File: config.mk
export PLATFORM = sky130hd
export DESIGN_NAME = tone_phase_accumulator
export DESIGN_NICKNAME = d
export VERILOG_FILES = /design/src/rtl/tone_phase_accumulator.sv
export SDC_FILE = /design/constraint.sdc
export NUM_CORES = 1
export LEC_CHECK = 0
export ABC_AREA = 1
export CORE_UTILIZATION = 45
export CTS_CLUSTER_SIZE = 10
export DETAILED_ROUTE_END_ITERATION = 7
export GPL_ROUTABILITY_DRIVEN = 0
export PLACE_DENSITY = 0.66
export SETUP_SLACK_MARGIN = 0.2
export SYNTH_ARGS = -nofsm -noshare
export SYNTH_HDL_FRONTEND = slang
export SYNTH_SLANG_ARGS = --single-unit
File: constraint.sdc
create_clock -name main_clk -period 8.07 [get_ports main_clk]
set_clock_uncertainty 0.2 [all_clocks]
set_input_delay 0.807 -clock main_clk [delete_from_list [all_inputs] [get_ports main_clk]]
set_output_delay 0.807 -clock main_clk [all_outputs]
set_load 0.005 [all_outputs]
File: src/rtl/tone_phase_accumulator.sv
// Per-voice phase accumulator: advances a phase word by a gliding frequency word on
// each sample tick, with hard sync, gate and a one-cycle natural-wrap pulse.
module tone_phase_accumulator #(
    parameter int ACCUMULATOR_BITS = 24,
    parameter int FREQ_BITS        = 16
) (
    input  logic                        main_clk,
    input  logic                        rst_n,
    input  logic                        sample_clk,
    input  logic [FREQ_BITS-1:0]        tone_freq,
    input  logic                        freq_load,
    input  logic [3:0]                  glide_rate,
    input  logic                        enable,
    input  logic                        sync_in,
    output logic [ACCUMULATOR_BITS-1:0] accumulator,
    output logic                        wrap,
    output logic                        glide_active
);

    logic [ACCUMULATOR_BITS-1:0] r_accum;
    logic [FREQ_BITS-1:0]        r_target;
    logic [FREQ_BITS-1:0]        r_cur_freq;
    logic                        r_sync_prev;
    logic                        r_sync_pend;
    logic                        r_wrap;

    logic                        w_sync_edge;
    logic [ACCUMULATOR_BITS:0]   w_freq_ext;
    logic [ACCUMULATOR_BITS:0]   w_sum;

    // Step of |diff| >> rate never exceeds |diff|, and the +/-1 floor ends the
    // approach exactly on target, so the result cannot overshoot or leave range.
    function automatic logic [FREQ_BITS-1:0] glide_next(
        input logic [FREQ_BITS-1:0] cur,
        input logic [FREQ_BITS-1:0] tgt,
        input logic [3:0]           rate
    );
        logic signed [FREQ_BITS:0] diff;
        logic signed [FREQ_BITS:0] step;
        diff = $signed({1'b0, tgt}) - $signed({1'b0, cur});
        step = diff >>> rate;
        if (step == '0 && diff != '0) begin
            if (diff[FREQ_BITS]) step = '1;
            else                 step = {{FREQ_BITS{1'b0}}, 1'b1};
        end
        if (rate == 4'd0) glide_next = tgt;
        else              glide_next = cur + step[FREQ_BITS-1:0];
    endfunction

    assign w_sync_edge = sync_in & ~r_sync_prev;
    assign w_freq_ext  = (ACCUMULATOR_BITS + 1)'(r_cur_freq);
    assign w_sum       = {1'b0, r_accum} + w_freq_ext;

    always_ff @(posedge main_clk or negedge rst_n) begin
        if (!rst_n) begin
            r_accum     <= '0;
            r_target    <= '0;
            r_cur_freq  <= '0;
            r_sync_prev <= 1'b0;
            r_sync_pend <= 1'b0;
            r_wrap      <= 1'b0;
        end else begin
            r_sync_prev <= sync_in;
            if (freq_load) r_target <= tone_freq;
            if (sample_clk) begin
                r_cur_freq  <= glide_next(r_cur_freq, r_target, glide_rate);
                r_sync_pend <= 1'b0;
                if (w_sync_edge || r_sync_pend) begin
                    r_accum <= '0;
                    r_wrap  <= 1'b0;
                end else if (enable) begin
                    r_accum <= w_sum[ACCUMULATOR_BITS-1:0];
                    r_wrap  <= w_sum[ACCUMULATOR_BITS];
                end else begin
                    r_wrap  <= 1'b0;
                end
            end else begin
                r_wrap <= 1'b0;
                if (w_sync_edge) r_sync_pend <= 1'b1;
            end
        end
    end

    assign accumulator  = r_accum;
    assign wrap         = r_wrap;
    assign glide_active = (r_cur_freq != r_target);

endmodule

[Yosys cells after proc, flatten, opt, wreduce, memory -nomap -nowiden]
Index checks and enable logic that the tools add are counted.
Storage, ports and cells
  register bits: 59
  logic and storage cells: 32
  output and inout port bits: 26
  input bits: 26
Operators by class
  eq/ne operators: 1
  add/sub/neg operators: 3
  shift operators: 1
  multiplexer cells: 11
  reduce and logical (&&, ||, !) cells: 8
  bitwise gates (word level): 2
Operators by type and width (count)
  two-way mux 16 bit: 4
  two-way mux 24 bit: 2
  adder 24 x 16 -> 25 bit: 1
  zero test 17 bit: 1
  nonzero test 17 bit: 1
  >>> shifter 17 x 4 -> 17 bit: 1
  subtractor 16 x 16 -> 17 bit: 1
  adder 16 bit: 1
  inequality test 16 bit: 1
  two-way mux 1 bit: 5
  zero test 4 bit: 1
  nonzero test 2 bit: 2
  AND reduction 2 bit: 1
  AND 1 bit: 1
  logical AND 1 bit: 1
  logical OR 1 bit: 1
  inverter 1 bit: 1

[Logic depth before layout (Yosys ltp)]
Gate-level depths: netlist of the first run.
  depth after elaboration: 8
  gate-level depth with buffers: 37
  mapped depth without buffers: 37

[Least setup slack after synthesis of the first run]
Ideal clock, no wire load.
  path kind: flip-flop to flip-flop
  start: register r_target[0]
  end: register r_cur_freq[14]
  period minus slack after synthesis: 4.140 ns
  library setup time: 0.083 ns
  cell stages (with the launch flop): 35
  arrival: 3.857 ns
  buffers on the path: 0
  data required time: 7.787 ns
  setup slack: 3.930 ns
  cell sequence: dfrtp_1 -> inv_1 -> ha_1 -> inv_1 -> fa_1 -> nand3_1 -> nand3_1 -> nand2_1 -> nand2_1 -> xor2_1 -> nand2_1 -> nand3_1 -> nand3_1 -> nand2_1 -> inv_1 -> nand2_1 -> nor2_1 -> nand2_1 -> nor2_1 -> nand3_1 -> nand2_1 -> ha_1 -> fa_1 -> a31oi_1 -> inv_1 -> nand3_1 -> nand3_1 -> nand2_1 -> inv_1 -> nor2_1 -> o21bai_1 -> and2_1 -> o21ai_0 -> nand3_1 -> o21ai_0
Between the ends
  longest elaborated chain between the ends: 8
  elaborated cells on any way between the ends: 10
  those cells by class: add/sub: 2; shift: 1; mux: 4; reduce/logical: 3
RTL lines
  start, declared: RTL line 21  | logic [FREQ_BITS-1:0] r_target;
  start signal, assigned: RTL line 64  | if (freq_load) r_target <= tone_freq;
  subtractor 16 x 16 -> 17 bit (*): RTL line 40  | diff = $signed({1'b0, tgt}) - $signed({1'b0, cur});
  >>> shifter 17 x 4 -> 17 bit: RTL line 41  | step = diff >>> rate;
  zero test 17 bit: RTL line 42  | if (step == '0 && diff != '0) begin
  logical AND 1 bit: RTL line 42
  two-way mux 16 bit (*): RTL line 42
  two-way mux 16 bit (*): RTL line 65  | if (sample_clk) begin
  adder 16 bit (*): RTL line 47  | else glide_next = cur + step[FREQ_BITS-1:0];
  two-way mux 16 bit (*): RTL line 46  | if (rate == 4'd0) glide_next = tgt;
  end signal, assigned: RTL line 66  | r_cur_freq <= glide_next(r_cur_freq, r_target, glide_rate);
  end, declared: RTL line 22  | logic [FREQ_BITS-1:0] r_cur_freq;
Every way passes the cells marked *; elsewhere a longest branch is shown, timed or not. The select of a mux whose other input is x is not followed.
A chain may end at the register's enable or synchronous reset.

[Worst setup path in the final report of the first run]
  start: input glide_rate[0]
  end: register r_cur_freq[14]
Between the ends
  longest elaborated chain between the ends: 7
  elaborated cells on any way between the ends: 8
  those cells by class: add/sub: 1; shift: 1; mux: 3; reduce/logical: 3
RTL lines
  start, declared: RTL line 12  | input logic [3:0] glide_rate,
  >>> shifter 17 x 4 -> 17 bit: RTL line 41
  zero test 17 bit: RTL line 42
  logical AND 1 bit: RTL line 42
  two-way mux 16 bit: RTL line 42
  two-way mux 16 bit: RTL line 65
  adder 16 bit: RTL line 47
  two-way mux 16 bit (*): RTL line 46
Marks and branches as above.

==> results.md, run 1 <==
- In this run the tightest slew margin relative to its limit is 0.415.
- The internal power component is 0.00143 W.
- For this run, the detailed router's first-pass iteration total came to 6.
- The post-CTS setup buffer count is 0.
- The cell at the slowest stage of the critical path is clkdlybuf4s50_1.
- The core outline area is 12800 um2.
- The post-route fraction of the period consumed by the critical path is 0.678.
- The routed length on met1 is 8.41 mm.
- The highest metal layer with signal wires is met4.
- The sequential power share is 0.167.
- The post-synth net total is 988.
- Setup violations remaining at the end of the flow were counted as 0.
- The total die area is 13700 um2.
- The clock tree root driver cell is clkbuf_16.
- The final count of pins violating max slew was 0.
- The amount of wire on met2 after detailed routing is 7.48 mm.
- In this run, the number of DRC markers left after iteration 0 of detailed routing was 610.
- The number of global-route vias before repair was 5432.
- The classification of the worst-slack hold path is flop to flop.
- The routed via count is 6091.
- The proportion of power drawn by the clock network is 0.140.
- Clock-pin slew was measured on the worst setup and hold paths at 0.06 ns.
- After detailed routing, the number of remaining DRC violations is 0.
- After synthesis the cells add up to 5950 um2.
- The largest buffer count on any clock path is 2.
- The number of primary I/O pins is 52.
- The initial standard-cell utilization of the core is 0.466.
- The part of the Yosys area used for sequential elements is 0.248.
- Setup repair after global routing left no endpoint under its margin.
- The finished layout cell area is 6930 um2.
- The number of buffers inserted for hold repair after clock tree synthesis is 0.
- The flow ran to the end, and the final reports show no timing, DRC or antenna violations.
- The total power divided by cell area is 433 nW/um2.
- For this run, the leading register cell type out of synthesis is dfrtp_1.
- For the pin with the worst max-slew slack, the measured transition is 0.875 ns.
- Each instance of the synthesized netlist takes up on average 6.53 um2.
- Counting the buffers created by CTS gives 9.
- Of the total power, combinational logic draws 0.693.
- Of the cells placed in the final design, the portion with a size suffix greater than 1 is 0.0708.
- For the worst setup path, the data required time is 8.12 ns.
- The largest driver fanout on the critical path is 25.
- The count of antenna diodes in the layout is 0.
- The total global routing overflow is 0.
- In this run the power spent charging and discharging nets is 0.00157 W.
- The global-route wire length before repair is 28.0 mm.
- The arrival time reported for the critical path endpoint is 5.53 ns.
- In the layout the commonest cells are 264 x nand2_1, 119 x inv_1, 113 x nand3_1.
- The source-to-sink clock delay at the later pin of the worst-skew pair is 0.33 ns.
- The clock net sink count is 59.
- The global router's overall resource usage is 0.269.
- The overall routed net length is 17.3 mm.
- The tool flagged a number of max-cap violations equal to 0.
- The H-tree generated during clock tree synthesis spans 3 levels.
- The count of filler cells inserted in the layout is 1281.
- Counting flops with a built-in enable in the synthesized netlist gives 0.
- After detailed placement, the total cell area comes to 6610 um2.
- The met3 routed wirelength is 1.10 mm.
- The cell repeated most along the worst path is nand2_1.
- Of the total power, the share spent switching nets is 0.523.
- The overall die height is 117 um.
- The total of buffers placed on input and output ports is 51.
- Dividing the detail-routed via count by the number of cells gives 5.38.
- The critical path start-end classification is primary input to flop.
- The routed length per instance is 15.2 um.
- The number of distinct standard cells referenced by the synthesized netlist is 45.
- The final period demand of the worst path is 5.47 ns.
- The clock tree from TritonCTS is built.
- Leaving out fill and tap cells, the most frequent cell in the layout is nand2_1.
- The analysis attributes to cell leakage a power of 3.55 nW.
- The row count is 41.
- STA classifies the critical path endpoint as a flop.
- The total of flip-flops plus latches after synthesis is 59.
- The final layout net count is 1033.
- The HPWL after detailed placement is 13.6 mm.
- The initial antenna violation count is 0.
- The count of cells resized by post-cts repair is 0.
- Once detail routing completed, the nets flagged for antenna violations numbered 0.
- The hold violation count in the final report is 0.
- Across all hold checks on the routed design, the worst slack comes to 0.313 ns.
- STA classifies the critical path startpoint as a primary input.
- Static timing analysis puts the maximum clock frequency at 183 MHz.
- On the worst path, the slowest cell contributes a delay of 1.03 ns.
- Yosys printed 0 warnings.
- Entering global routing, the biggest net connects 60 pins.
- From synthesis to final layout, the design area changed by 16.5%.
- The die width is 117 um.
- Setup total negative slack on the finished layout was measured at 0 ns.
- Counting flops with an async set or reset pin after synthesis yields a share of 1.00.
- The worst-case IR drop observed on VDD is 0.200 mV.
- The cell count after synthesis is 911.
[final timing paths]
path	slack (ns)	start	depth (start not counted)	end
hold reg to reg	0.31	accumulator[14]$_DFFE_PN0P_	2	accumulator[14]$_DFFE_PN0P_
min in group asynchronous	0.43	rst_n	2	accumulator[4]$_DFFE_PN0P_
hold / removal	0.31	accumulator[14]$_DFFE_PN0P_	2	accumulator[14]$_DFFE_PN0P_
setup / recovery	2.60	glide_rate[0]	27	r_cur_freq[14]$_DFFE_PN0P_
max in group asynchronous	6.74	rst_n	2	r_cur_freq[2]$_DFFE_PN0P_
setup reg to reg	2.92	r_cur_freq[0]$_DFFE_PN0P_	33	r_cur_freq[14]$_DFFE_PN0P_
[kinds of logic (layout without fill, tap and decap cells)]
group / after synthesis / after routing / share of synthesized area
mux: 12 / 12 / 0.0227
simple gates: 486 / 486 / 0.356
compound gates: 135 / 135 / 0.135
buf+inv: 145 / 195 / 0.0932
xor+xnor: 23 / 23 / 0.0339
flops: 59 / 59 / 0.248
fa+ha+maj: 51 / 51 / 0.111
[routing by layer]
metal  track usage  vias to the layer above
met4        0.0675                        0
met1         0.394                     2779
met3        0.0469                       24
li1              -                     3093
met2         0.407                      195
met5             0                        -
[power groups by stage]
stage / Combinational [W] / Clock [W] / Sequential [W]
detailed placement: 0.00203 / 0 / 0.000504
global route: 0.00238 / 0.000436 / 0.000510
global placement: 0.00203 / 0 / 0.000504
CTS: 0.00205 / 0.000425 / 0.000499
floorplan: 0.00153 / 0 / 0.000460
finish: 0.00208 / 0.000420 / 0.000500
[cells in the mapped netlist, types with 10 or more instances]
master | n | share of area
xor2_1 | 17 | 0.025
inv_1 | 119 | 0.075
nand3_1 | 113 | 0.095
o21ai_0 | 41 | 0.034
nand2_1 | 264 | 0.17
nand2_2 | 14 | 0.015
o211ai_1 | 12 | 0.015
clkbuf_1 | 10 | 0.0063
ha_1 | 48 | 0.10
dfrtp_1 | 59 | 0.25
nor2_1 | 61 | 0.038
a21oi_1 | 40 | 0.034
mux2_2 | 12 | 0.023
[critical path, delay by kind of cell]
kind / cells / cell delay, ns
fa+ha+maj: 2 / 0.62
buf+inv: 5 / 1.88
compound gates: 6 / 0.78
simple gates: 14 / 1.41
[layout make-up]
| cell class | instances | area, um2 | area share |
|---|---|---|---|
| multi-input cells | 707 | 3920 | 0.565 |
| flip-flops and latches | 59 | 1480 | 0.213 |
| repair buffers | 54 | 528 | 0.0762 |
| inverters | 125 | 469 | 0.0677 |
| clock buffers | 9 | 225 | 0.0325 |
| well taps | 172 | 215 | 0.0310 |
| clock inverters | 7 | 98.8 | 0.0143 |
[per-stage QoR]
step / power [W] / util / worst slack [ns] / cells
after floorplan: 0.00199 / - / 3.93 / 911
after global placement: 0.00253 / 0.517 / 2.54 / 1117
after detailed placement: 0.00253 / 0.517 / 2.43 / 1117
after CTS: 0.00297 / 0.543 / 2.73 / 1133
after global routing: 0.00332 / 0.543 / 2.12 / 1133
final: 0.00300 / 0.543 / 2.60 / 1133
[registers in the layout (all words and copies together), names as in the netlist]
signal	flops
r_cur_freq	16
r_sync_pend	1
wrap	1
accumulator	24
r_target	16
r_sync_prev	1
Power figures use the tool's default switching activity.
==> run 2, diff against run 1 <==
==> constraint.sdc (replaced) <==
create_clock -name main_clk -period 5.2 [get_ports main_clk]
set_clock_uncertainty 0.2 [all_clocks]
set_input_delay 0.52 -clock main_clk [delete_from_list [all_inputs] [get_ports main_clk]]
set_output_delay 0.52 -clock main_clk [all_outputs]
set_load 0.005 [all_outputs]
==> run 2 against run 1 <==
Sequential share of layout area fell by 0.33 points. Sequential cell count is the same. Via count decreased by 0.67%. Die area is the same. Core utilization grew 1.1 points. Combinational power rose by 61%. Critical path depth grew 7. Clock power rose by 44%. Routed wire length increased by 0.64%.
==> results.md, run 2 (same netlist as run 1, synthesis figures left out) <==
- In the routed design, unresolved DRC markers number 0.
- The ratio of cells with drive above 1 in the final layout is 0.108.
- Of the total power, the share spent switching nets is 0.522.
- IR analysis of the VDD net gives a maximum drop of 0.256 mV.
- In this run the vertical extent of the chip is 117 um.
- The number of DRC violations after detailed-routing iteration 0 is 544.
- The type of element launching the critical path is a flop.
- The initial antenna violation count is 0.
- In the final timing run, aggregate negative setup slack is 0 ns.
- The count of nets left with antenna violations once routing finished came out at 0.
- Clock latency on the worst-skew pair, taken at its later pin, is 0.33 ns.
- In this run, CTS created clock tree buffers numbering 9.
- The total global routing overflow is 0.
- The row count is 41.
- Subtracting the final worst setup slack from the clock period gives 4.62 ns.
- The largest buffer count on any clock path is 2.
- 0 antenna diodes ended up in the layout.
- The biggest cell delay along the critical path is 0.44 ns.
- For this block, the via count after detailed routing is 6050.
- The final count of pins violating max slew was 0.
- The worst setup path is of the flop to flop kind.
- The power dissipated by switching net loads is 0.00247 W.
- The run finished with clean final reports.
- The classification of the worst-slack hold path is primary input to asynchronous set/reset pin.
- Once placement finished, the instance area stood at 6650 um2.
- The hold violation count in the final report is 0.
- The most frequent standard cell in the layout excluding fill and tap cells is nand2_1.
- Of the total power, the clock network draws 0.128.
- Of the total power, registers draw 0.163.
- Setup repair after global routing could not meet its margin everywhere.
- Leaving out fill and tap cells, the most frequent cells in the layout are 263 x nand2_1, 118 x inv_1, 111 x nand3_1.
- The maximum achievable frequency is 216 MHz.
- The minimum setup slack in the final design is 0.576 ns.
- The startpoint of the lowest-slack register-to-register path is r_cur_freq[4]$_DFFE_PN0P_.
- The kind of end point of the critical path is a flop.
- The clock tree root driver cell is clkbuf_16.
- Once layout is done, the placed cells without fillers occupy 7070 um2.
- The half-perimeter wire length after detailed placement is 13.7 mm.
- The area occupied by multi-input gates is 4000 um2.
- The H-tree was split into 3 levels.
- The number of max-capacitance violations reported is 0.
- The critical path starts at r_cur_freq[4]$_DFFE_PN0P_.
- After detailed routing, the average wire length per cell comes to 15.2 um.
- The setup violation total in the final timing report is 0.
- The area growth from synthesis to layout is 18.8%.
- The worst register-to-register path has a setup slack of 0.58 ns.
- The total die area is 13700 um2.
- The internal power component is 0.00226 W.
- The fraction of power consumed by combinational cells is 0.709.
- Using the TritonRoute via totals, the vias-per-cell ratio works out to 5.29.
- The worst register-to-register path has a depth of 34.
- The relative max-transition margin is 0.386.
- Once placement completed, the tool counted placed cells totaling 1122.
- The total power divided by cell area is 669 nW/um2.
- The global router's overall resource usage is 0.266.
- The post-route fraction of the period consumed by the critical path is 0.889.
- The initial standard-cell utilization of the core is 0.466.
- Clock-pin slew was measured on the worst setup and hold paths at 0.05 ns.
- The register with the most flip-flops in the layout has 24 of them.
- The number of primary I/O pins is 52.
- The final cell count without fillers is 1143.
- The first global-routing pass estimated 27.4 mm of wire.
- The actual slew at the worst max-slew pin is 0.919 ns.
- The setup slack at placement is 0.381 ns.
- The sequential cell area is 1480 um2.
- The count of filler cells inserted in the layout is 1227.
- The final worst hold slack is 0.139 ns.
- The number of global-route vias before repair was 5305.
- In this run the horizontal extent of the chip is 117 um.
- The detailed-routing iteration count for the pre-antenna-repair pass is 5.
- Data on the critical path is required at its endpoint by 5.23 ns.
- For this block, the routed nets add up to 17.4 mm of wire.
- The final layout net count is 1043.
- The clock net in this run drives a total of 59 sinks.
- The core outline area is 12800 um2.
- Of all nets on the critical path, the largest fanout is 4.
- During placement, the flow inserted port buffers numbering 51.
- TritonCTS built the clock tree.
- The cell repeated most along the worst path is nand2_1.
- In this run the static leakage power is 3.58 nW.
- The largest net degree at the start of global routing is 60.
- The largest individual stage delay along the critical path comes from the cell dfrtp_2.
- The arrival time reported for the critical path endpoint is 4.65 ns.
- The critical register-to-register path endpoint is r_cur_freq[15]$_DFFE_PN0P_.
==> run 2: changes by cell type in the layout (fill, tap and decap cells not counted), sizes merged <==
| cell | change |
|---|---|
| buf | +10 |
| clkinvlp | +1 |
| bufinv | -1 |
==> run 2: area by class of cell <==
type / instances / area share
timing repair buffer: 64 / 0.0853
sequential: 59 / 0.210
tap: 172 / 0.0304
multi-input combinational: 707 / 0.566
inverter: 125 / 0.0664
clock buffer: 9 / 0.0319
clock inverter: 7 / 0.0108
==> run 2: layer usage <==
layer / vias to the layer above / GRT usage / part of all wire
li1: 3117 / - / -
met1: 2687 / 0.409 / 0.50
met2: 224 / 0.385 / 0.42
met3: 22 / 0.0422 / 0.066
met4: 0 / 0.0608 / 0.014
met5: - / 0 / 0
==> run 2: how the worst max path moves through the flow <==
stage                                  to  slack, ns
4_1_cts        r_cur_freq[15]$_DFFE_PN0P_       0.36
5_1_grt        r_cur_freq[15]$_DFFE_PN0P_       0.18
6_report       r_cur_freq[15]$_DFFE_PN0P_       0.58
2_1_floorplan  r_cur_freq[14]$_DFFE_PN0P_       1.06
3_5_place_dp   r_cur_freq[15]$_DFFE_PN0P_       0.38
3_3_place_gp   r_cur_freq[15]$_DFFE_PN0P_       0.41
==> run 2: critical path, delay by kind of cell, from the launching register on <==
family / cells / cell delay (ns)
adders and majority gates: 2 / 0.55
buffers and inverters: 2 / 0.13
DFF: 1 / 0.44
AOI/OAI and AO/OA: 3 / 0.53
and+or+nand+nor: 26 / 2.46
xor gates and xnor gates: 1 / 0.19
==> run 2: metrics by stage <==
step,utilization,power [W]
global placement,0.520,0.00394
floorplan,-,0.00309
detailed placement,0.520,0.00393
finish,0.554,0.00473
global route,0.554,0.00519
CTS,0.544,0.00455
==> run 2: repair_timing <==
action / in CTS / in global routing
setup endpoints to repair: 0 / 8
setup buffers: 0 / 5
hold buffers: 0 / 0
resized for setup: 0 / 30
==> run 2: power by group through the flow <==
| stage | clock network (W) | registers (W) | logic, W |
|---|---|---|---|
| 4_1_cts | 0.000613 | 0.000768 | 0.00317 |
| 2_1_floorplan | 0 | 0.000713 | 0.00237 |
| 3_3_place_gp | 0 | 0.000775 | 0.00316 |
| 3_5_place_dp | 0 | 0.000775 | 0.00315 |
| 6_report | 0.000605 | 0.000770 | 0.00335 |
| 5_1_grt | 0.000636 | 0.000783 | 0.00377 |
==> run 3, diff against run 2 <==
--- a/config.mk
+++ b/config.mk
@@ -5,7 +5,6 @@
 export SDC_FILE = /design/constraint.sdc
 export NUM_CORES = 1
 export LEC_CHECK = 0
-export ABC_AREA = 1
 export CORE_UTILIZATION = 45
 export CTS_CLUSTER_SIZE = 10
 export DETAILED_ROUTE_END_ITERATION = 7
==> run 3 against run 2 <==
The run now ends with setup timing left. Sequential cell count unchanged. Clock power grew 4.3%. Total power increased by 41%. First-iteration DRC count fell by 29%. Count of clock-buffer cells in the layout rose by 2. Global-route usage increased by 1.8 points. Combinational power grew 59%. Largest cell class unchanged.
==> results.md, run 3 <==
- After synthesis, the largest family of logic cells by area is compound AO/OA/AOI/OAI gates.
- The row count is 40.
- The clock tree from TritonCTS is built.
- Leaving out fill and tap cells, the most frequent cells in the layout are 144 x buf_4, 70 x nand2_1, 59 x dfrtp_1.
- The compound-cell area share of the yosys netlist is 0.247.
- The global-route wire length before repair is 28.5 mm.
- The type of element launching the critical path is a flop.
- Of all cell types, the one taking the most synthesized area is dfrtp_1.
- The initial antenna violation count is 0.
- The mean number of vias per cell is 5.73.
- Along the worst path, the maximum fanout reaches 3.
- Dividing total power by cell area gives a power density of 843 nW/um2.
- Across every metal layer, demand over resource in global routing totals 0.283.
- The final period demand of the worst path is 5.81 ns.
- The clock tree root driver cell is clkbuf_16.
- Counting every sink on the clock net gives 59.
- After layout, the worst setup slack is -0.612 ns.
- The library cell with the highest instance count after synthesis is nand2_1.
- The arrival time reported for the critical path endpoint is 5.83 ns.
- During I/O placement, the number of pins put on the boundary was 52.
- In this run, synthesis inferred 0 flip-flops with an integrated enable.
- The half-perimeter wire length after detailed placement is 13.3 mm.
- The number of nets handed over by synthesis was 720.
- Counting tap cells, the placed design contains a total of 966 instances.
- The amount of wire on met2 after detailed routing is 8.52 mm.
- The die is 113 um tall.
- The standard cell area after detailed placement is 7270 um2.
- Of the total power, combinational logic draws 0.799.
- The area share of the leading cell type in the synthesized netlist is 0.264.
- The worst setup path is of the flop to flop kind.
- The floorplan step defined a die boundary enclosing 12900 um2.
- The count of filler cells inserted in the layout is 998.
- The number of max-capacitance violations reported is 0.
- The number of distinct standard cells referenced by the synthesized netlist is 78.
- The xor-xnor portion of the synthesized cell area is 0.0752.
- Synthesis handed over a netlist of 643 instances.
- The post-synthesis average cell area is 8.69 um2.
- In the final layout, the share of cells above drive strength 1 is 0.310.
- Of the available clock period, the critical path in the final layout requires 1.12.
- The sequential cell area is 1480 um2.
- The min-delay analysis places its worst path in the category primary input to asynchronous set/reset pin.
- Setup repair after global routing could not meet its margin everywhere.
- In this run the static leakage power is 3.61 nW.
- The overall routed net length is 17.3 mm.
- The setup violation total in the final timing report is 11.
- Of the synthesized area, sequential elements account for 0.264.
- The total global routing overflow is 0.
- The number of global-route vias before repair is 5802.
- The power dissipated by switching net loads is 0.00292 W.
- The maximum achievable frequency is 172 MHz.
- After synthesis the netlist holds a flip-flop and latch count of 59.
- The number of DRC violations after detailed-routing iteration 0 is 387.
- The final worst hold slack is 0.147 ns.
- Setup total negative slack on the finished layout was measured at -4.38 ns.
- The internal portion of the total power is 0.00375 W.
- Ranked by instance count, the synthesized netlist is headed by 71 x nand2_1, 59 x dfrtp_1, 53 x nor2_1.
- The dominant register cell in the synthesized netlist is dfrtp_1.
- The setup slack at placement is -0.552 ns.
- In the final routed layout, each cell accounts on average for 17.4 um.
- Counting the buffers created by CTS gives 9.
- The multiplexer area fraction after synthesis is 0.0848.
- Leaving out filler cells and counting taps, the final layout contains 997.
- The total of buffers placed on input and output ports is 51.
- The finished layout cell area is 7910 um2.
- The area occupied by multi-input gates is 4140 um2.
- For this run, the number of Yosys warnings is 0.
- The count of antenna diodes in the layout is 0.
- The largest net degree at the start of global routing is 60.
- The H-tree depth reported by CTS is 3.
- The required time of the critical path is 5.22 ns.
- The actual slew at the worst max-slew pin is 0.857 ns.
- The core outline area is 12100 um2.
- Of the total power, the clock network draws 0.095.
- Of the total synthesized cell area, the portion taken by AND, OR, NAND and NOR gates is 0.167.
- The final layout contains 901 nets.
- The checks that failed: setup timing.
- The final count of pins violating max slew is 0.
- The met3 routed wirelength is 935 um.
- The register with the most flip-flops in the layout has 24 of them.
- The final routed DRC violation total is 0.
- The highest metal layer with signal wires is met4.
- The adder and majority cell fraction of the synthesized area is 0.118.
- After detailed routing, the wire length on met1 is 7.43 mm.
- The run finished, with violations left.
- In this run the deepest clock path goes through 2 buffers.
- The count of nets left with antenna violations once routing finished came out at 0.
- The most frequent standard cell in the layout excluding fill and tap cells is buf_4.
- Across the VDD grid, the largest voltage drop is 0.380 mV.
- By area the synthesized netlist is led by dfrtp_1 26%, ha_1 11%, nand2_1 4.8%.
- The source-to-sink clock delay at the later pin of the worst-skew pair is 0.34 ns.
- The initial standard-cell utilization of the core is 0.463.
- The clock-pin slew on the worst setup and hold paths is 0.06 ns.
- The floorplan step set the die width to 113 um.
- The area growth from synthesis to layout is 41.5%.
- The share of synthesized registers carrying an async set or reset is 1.00.
- The routed via count is 5717.
- STA classifies the critical path endpoint as a flop.
- The hold violation count in the final report is 0.
- The share of total power dissipated in sequential elements is 0.106.
- The detailed-routing iteration count for the pre-antenna-repair pass is 5.
- The relative max-transition margin is 0.427.
- The mapped netlist covers 5590 um2.
- The fraction of power spent switching nets is 0.438.
## run 3: cell type report
| cell class | instances | share of cell area |
|---|---|---|
| inverters | 33 | 0.0157 |
| clock buffers | 11 | 0.0294 |
| multi-input cells | 521 | 0.524 |
| flip-flops and latches | 59 | 0.187 |
| well taps | 168 | 0.0266 |
| repair buffers | 200 | 0.208 |
| clock inverters | 5 | 0.00981 |
## run 3: final timing paths
| kind | from | endpoint | slack, ns | cells past startpoint |
|---|---|---|---|---|
| worst min-delay path | rst_n | accumulator[8]$_DFFE_PN0P_ | 0.15 | 2 |
| max in group asynchronous | rst_n | accumulator[0]$_DFFE_PN0P_ | 4.13 | 2 |
| worst max register to register | r_target[0]$_DFFE_PN0P_ | r_cur_freq[15]$_DFFE_PN0P_ | -0.61 | 27 |
| worst min register to register | r_sync_pend$_DFFE_PN0P_ | r_sync_pend$_DFFE_PN0P_ | 0.29 | 2 |
| min in group main_clk | r_sync_pend$_DFFE_PN0P_ | r_sync_pend$_DFFE_PN0P_ | 0.29 | 2 |
| worst max-delay path | r_target[0]$_DFFE_PN0P_ | r_cur_freq[15]$_DFFE_PN0P_ | -0.61 | 27 |
## run 3: power groups by stage
stage,logic (W),clock network (W),registers [W]
6_report,0.00532,0.000631,0.000708
3_3_place_gp,0.00450,0,0.000705
4_1_cts,0.00508,0.000641,0.000707
2_1_floorplan,0.00289,0,0.000718
3_5_place_dp,0.00464,0,0.000712
5_1_grt,0.00578,0.000654,0.000725
## run 3: kinds of logic (layout without fill, tap and decap cells)
logic type,count (synthesis),count (layout)
xor gates and xnor gates,45,45
muxes,36,36
DFF,59,59
and+or+nand+nor,200,200
adders and majority gates,51,51
buffers and inverters,63,249
AOI/OAI and AO/OA,189,189
## run 3: per-stage QoR
stage                util  power, W
global route        0.655   0.00716
finish              0.655   0.00666
detailed placement  0.603   0.00535
floorplan               -   0.00361
global placement    0.603   0.00521
CTS                 0.650   0.00643
## run 3: timing repair
action                                  CTS  global route
gates resized for setup                  42            15
pin swaps                                21            10
hold buffers                              0             0
endpoints found under the setup margin   13            15
setup buffers                            14             1
## run 3: worst max-delay path, cell delays in order, from the launching register on
cell	delay, ns
dfrtp_1	0.39
inv_2	0.08
ha_4	0.13
inv_2	0.03
fa_2	0.34
a21o_1	0.20
a221oi_4	0.27
o221a_4	0.30
xor2_2	0.19
mux2i_2	0.12
o22ai_1	0.20
a311o_1	0.17
nand4_1	0.11
a2111oi_2	0.34
or4b_4	0.51
o31ai_4	0.23
ha_2	0.22
a21o_1	0.11
a21o_1	0.17
a2111oi_4	0.10
nor4_2	0.22
nor2_1	0.10
a21oi_2	0.19
a31oi_2	0.12
o21ai_1	0.18
xnor2_1	0.19
a31oi_1	0.12
a2bb2oi_1	0.16
## run 3: routing by layer
layer	up-vias	GRT usage
met5	-	0
met3	40	0.0414
met4	0	0.102
li1	2720	-
met1	2758	0.360
met2	199	0.490
